===== config.mk =====
export PLATFORM = sky130hd
export DESIGN_NAME = serial_sub
export DESIGN_NICKNAME = d
export VERILOG_FILES = /design/src/rtl/serial_sub.sv
export SDC_FILE = /design/constraint.sdc
export NUM_CORES = 1
export LEC_CHECK = 0
export ABC_AREA = 0
export BUFFER_PORTS_ARGS = -buffer_cell sky130_fd_sc_hd__buf_2
export CORE_ASPECT_RATIO = 0.7
export CORE_MARGIN = 2
export CORE_UTILIZATION = 58
export DETAILED_ROUTE_END_ITERATION = 16
export PLACE_DENSITY = 0.82
export REMOVE_ABC_BUFFERS = 1
export SYNTH_ARGS = -nofsm -noshare
export SYNTH_HDL_FRONTEND = slang
export SYNTH_SLANG_ARGS = --single-unit

===== constraint.sdc =====
create_clock -name clk -period 3.35 [get_ports clk]
set_clock_uncertainty 0.1 [all_clocks]
set_input_delay 0.335 -clock clk [delete_from_list [all_inputs] [get_ports clk]]
set_output_delay 0.335 -clock clk [all_outputs]
set_load 0.03 [all_outputs]

===== src/rtl/serial_sub.sv =====
// rtl/serial_sub.sv - bit-serial WIDTH-bit subtractor (a - b), LSB first, one bit per clock
//
// full_sub : one-bit full subtractor cell used as the per-bit datapath stage.
//   a, b, bin  : minuend bit, subtrahend bit, borrow in
//   d, bout    : difference bit, borrow out
//
// serial_sub : wraps full_sub and holds its borrow in a flop between cycles.
//   clk        : system clock, rising edge
//   rst        : synchronous active-high reset; aborts any operation in progress
//   start      : request a subtraction, sampled only in IDLE
//   a, b       : operands, captured on the accepted start edge
//   busy       : high while the WIDTH bits are being processed
//   done       : one-cycle pulse, diff and borrow_out valid
//   diff       : (a - b) mod 2^WIDTH, held until the next operation completes
//   borrow_out : borrow out of the MSB (1 iff a < b unsigned)

module full_sub (
    input  logic a,
    input  logic b,
    input  logic bin,
    output logic d,
    output logic bout
);
    assign d    = a ^ b ^ bin;
    assign bout = (~a & b) | (~(a ^ b) & bin);
endmodule

module serial_sub #(
    parameter int WIDTH = 8
) (
    input  logic             clk,
    input  logic             rst,
    input  logic             start,
    input  logic [WIDTH-1:0] a,
    input  logic [WIDTH-1:0] b,
    output logic             busy,
    output logic             done,
    output logic [WIDTH-1:0] diff,
    output logic             borrow_out
);
    localparam int CW = $clog2(WIDTH);
    localparam logic [CW-1:0] LAST = CW'(WIDTH - 1);

    typedef enum logic [1:0] {
        IDLE = 2'd0,
        RUN  = 2'd1,
        DONE = 2'd2
    } state_t;

    state_t           state;
    logic [WIDTH-1:0] a_sr;
    logic [WIDTH-1:0] b_sr;
    logic [WIDTH-1:0] res_sr;
    logic             borrow_q;
    logic [CW-1:0]    count;

    logic             diff_bit;
    logic             borrow_bit;
    logic [WIDTH-1:0] res_next;

    full_sub u_full_sub (
        .a    (a_sr[0]),
        .b    (b_sr[0]),
        .bin  (borrow_q),
        .d    (diff_bit),
        .bout (borrow_bit)
    );

    // New difference bit enters at the MSB; after WIDTH shifts bit 0 of the
    // result has travelled down to bit 0 of the register.
    assign res_next = WIDTH'({diff_bit, res_sr} >> 1);

    always_ff @(posedge clk) begin
        if (rst) begin
            state      <= IDLE;
            busy       <= 1'b0;
            done       <= 1'b0;
            diff       <= '0;
            borrow_out <= 1'b0;
            a_sr       <= '0;
            b_sr       <= '0;
            res_sr     <= '0;
            borrow_q   <= 1'b0;
            count      <= '0;
        end else begin
            case (state)
                IDLE: begin
                    done <= 1'b0;
                    busy <= 1'b0;
                    if (start) begin
                        a_sr     <= a;
                        b_sr     <= b;
                        res_sr   <= '0;
                        borrow_q <= 1'b0;
                        count    <= '0;
                        busy     <= 1'b1;
                        state    <= RUN;
                    end
                end
                RUN: begin
                    res_sr   <= res_next;
                    a_sr     <= a_sr >> 1;
                    b_sr     <= b_sr >> 1;
                    borrow_q <= borrow_bit;
                    if (count == LAST) begin
                        // Final bit: publish the result. The counter is cleared
                        // rather than incremented so it never wraps.
                        count      <= '0;
                        diff       <= res_next;
                        borrow_out <= borrow_bit;
                        busy       <= 1'b0;
                        done       <= 1'b1;
                        state      <= DONE;
                    end else begin
                        count <= count + 1'b1;
                    end
                end
                DONE: begin
                    done  <= 1'b0;
                    state <= IDLE;
                end
                default: begin
                    busy  <= 1'b0;
                    done  <= 1'b0;
                    state <= IDLE;
                end
            endcase
        end
    end
endmodule


==> summary.md <==
| Metric | Value |
|---|---|
| Gr ovfl total | 0 |
| # H-tree levels | 2 |
| Setup-failing EPs final | 0 |
| Cell Area, Synth | 1710 um2 |
| Period utilisation layout | 58.8% |
| Vias in the first global route | 1236 |
| TritonCTS clock tree | built |
| Via density per instance | 5.55 |
| Arrival @ worst endpoint | 2.08 ns |
| Type of element launching the critical path | flop |
| Clock tree root driver cell | clkbuf_8 |
| Max Fanout on Critical Path | 33 |
| Fraction of final layout cells with drive strength greater than 1 | 26.4% |
| Clock sinks | 40 |
| Maximum clock insertion buffer count | 2 |
| DRC violation total after the first TritonRoute iteration | 63 |
| Fin worst setup slack | 1.38 ns |
| Wire length reported by the detailed router | 3180 um |
| # Max-Cap Violations | 0 |
| Post-synthesis sequential area ratio | 46.9% |
| Time the final worst path needs with I/O delays and setup | 1.97 ns |
| Worst Path Class, Setup | reg -> reg |
| Synth-to-layout area growth | 11.1% |
| Worst slew slack as a fraction of its limit | 64.5% |
| Total inserted antenna cells | 0 |
| Power share of the clock group | 32.3% |
| Result of the run | finished clean |
| Die width | 68.9 um |
| Largest net degree at the start of global routing | 34 |
| Fmax | 0.508 GHz |
| Max VDD drop | 262 uV |
| CTS resizes | 0 |
| Part of the total power dissipated in sequential elements | 56.7% |
| Total setup buffers inserted after CTS | 0 |
| Pre-CTS setup slack | 1.39 ns |
| Wirelength per Cell | 13.9 um |
| Worst setup path start | state[0] |
| Total number of vias | 1271 |
| Total routing usage reported by global routing | 21.3% |
| Switching power summed over all nets | 0.219 mW |
| Slew Limit Fails | 0 |
| Number of cells produced by synthesis | 167 |
| Register bit total from synthesis | 40 |
| Total leakage power | 0.767 nW |
| Die Outline Area | 3400 um2 |
| Clk pin slew, worst setup/hold paths | 0.07 ns |
| Number of design rule violations left after detail routing | 0 |
| Number of routed nets with antenna violations | 0 |
| Hold path startpoint | a[7] |
| Std-Cell Rows | 16 |
| Number of antenna violations at the first check in global routing | 0 |
| Power per unit of standard cell area | 475 nW/um2 |
| Area of the placeable core | 2800 um2 |
| I/O Pins | 30 |
| Number of nets in the layout | 216 |
| Hold buffers post-CTS | 0 |
| Length of the first detailed-routing pass in iterations | 4 |
| Tightest Pin Transition | 0.532 ns |
| Switching power share of the total | 24.3% |
| Hold WS | 0.209 ns |
| Number of warnings reported in the yosys synthesis log | 0 |
| Cell Int Power | 0.682 mW |
| Height of the chip | 49.4 um |
| Post-synthesis average cell area | 10.2 um2 |
| Initial core utilization | 61.0% |
| Critical register-to-register path startpoint | state[0] |
| Unrepaired setup endpoints after global routing | no |
| Fillers | 230 |
| Crit end category | flop |
| First-pass GRT wire length | 5310 um |
| Logic gate share of total power | 11.1% |
| Hold Vio Cnt, Final | 0 |
| Total Neg Setup Slack | 0 ns |
| Detailed-placement wirelength estimate | 2340 um |
| Source-to-sink clock delay at the later pin of the worst-skew pair | 0.29 ns |
| Number of distinct library cell variants in the gate-level netlist after synthesis | 31 |
| Path category of the worst min-delay check | in -> reg |
| Clock buffer count from CTS | 5 |
| Buffers added on ports | 29 |
| FF-to-FF setup slack | 1.38 ns |
| Worst Path Required | 3.46 ns |
| Routability congestion estimate | 0.730 |
area by class of cell:
cell class,count,area [um2],area share [%]
multi-input cells,109,792,41.7
flip-flops and latches,40,801,42.2
clock buffers,6,72.6,3.82
repair buffers,31,160,8.44
clock inverters,1,5.00,0.264
inverters,6,22.5,1.19
well taps,36,45.0,2.37
cells in the final DEF, fill, tap and decap left out:
| cell type | count |
|---|---|
| a211oi_1 | 3 |
| a211oi_2 | 12 |
| a21oi_1 | 10 |
| a32o_1 | 6 |
| and2_1 | 1 |
| and3b_1 | 1 |
| buf_2 | 29 |
| buf_4 | 2 |
| clkbuf_1 | 1 |
| clkbuf_8 | 5 |
| clkinv_1 | 1 |
| clkinv_2 | 1 |
| dfxtp_1 | 40 |
| fa_1 | 1 |
| ha_1 | 3 |
| inv_1 | 5 |
| mux2i_1 | 16 |
| nand2_1 | 19 |
| nand2b_1 | 1 |
| nand3b_1 | 3 |
| nor2_1 | 18 |
| nor2_2 | 1 |
| nor2b_1 | 1 |
| nor3_1 | 2 |
| o21a_1 | 1 |
| o21ai_0 | 2 |
| o21ba_4 | 1 |
| o22ai_1 | 3 |
| o2bb2ai_1 | 1 |
| o32a_1 | 1 |
| o32ai_1 | 1 |
| or2_1 | 1 |
power by group through the flow:
stage          Combinational (mW)  Sequential [mW]  Clock, mW
5_1_grt                     0.111            0.513      0.321
2_1_floorplan              0.0634            0.523          0
3_5_place_dp                0.100            0.522          0
4_1_cts                     0.101            0.511      0.297
3_3_place_gp               0.0955            0.520          0
6_report                   0.0998            0.511      0.291
registers in the layout (all words and copies together) (netlist names), 2 cells and up:
name and flops:
a_sr 8, diff 8, count 3, b_sr 8, res_sr 7, state 2
metrics by stage:
step                power (mW)  area (um2)  utilization (%)  instances
floorplan                0.586        1620                -        155
global placement         0.616        1820             65.0        222
detailed placement       0.622        1820             65.0        222
CTS                      0.909        1900             67.7        229
global route             0.945        1900             67.7        229
finish                   0.901        1900             67.7        229
per-layer routing:
| metal | up-vias | track usage, % | share of wire, % |
|---|---|---|---|
| li1 | 639 | - | - |
| met1 | 596 | 25.0 | 46 |
| met2 | 31 | 36.7 | 49 |
| met3 | 5 | 4.85 | 4.2 |
| met4 | 0 | 9.15 | 1.1 |
| met5 | - | 0 | 0 |
critical path: stages (launching register included):
cell and delay (ns):
dfxtp_1 0.66, buf_4 0.32, o21ba_4 0.47, nor2_1 0.12, a211oi_2 0.21
cells in the mapped netlist:
master	count	area [um2]
a211oi_1	3	22.5
a211oi_2	12	150
a21oi_1	10	50.1
a32o_1	6	60.1
and2_1	1	6.26
and3b_1	1	8.76
buf_1	1	3.75
buf_2	3	15.0
buf_6	6	67.6
clkbuf_1	2	7.51
clkinv_1	1	3.75
dfxtp_1	40	801
fa_1	1	20.0
ha_1	3	37.5
inv_1	5	18.8
mux2i_1	16	160
nand2_1	19	71.3
nand2b_1	1	6.26
nand3b_1	3	22.5
nor2_1	18	67.6
nor2_2	1	6.26
nor2b_1	1	6.26
nor3_1	2	10.0
o21a_1	1	7.51
o21ai_0	2	10.0
o21ba_4	1	16.3
o22ai_1	3	18.8
o2bb2ai_1	1	8.76
o32a_1	1	10.0
o32ai_1	1	8.76
or2_1	1	6.26
logic make-up (layout without fill, tap and decap cells):
logic type                 after synthesis  count (layout)  share of synthesized area [%]
adders and majority gates                4               4                           3.37
AOI/OAI and AO/OA                       41              41                           21.2
buffers and inverters                   18              44                           6.81
DFF                                     40              40                           46.9
and+or+nand+nor                         48              48                           12.4
muxes                                   16              16                           9.37
final timing paths:
path         endpoint  depth (start not counted)
max           a_sr[6]                          4
min           a_sr[7]                          3
max reg2reg   a_sr[6]                          4
min reg2reg   diff[5]                          2
Note: power is estimated with default switching activity, not from simulation.
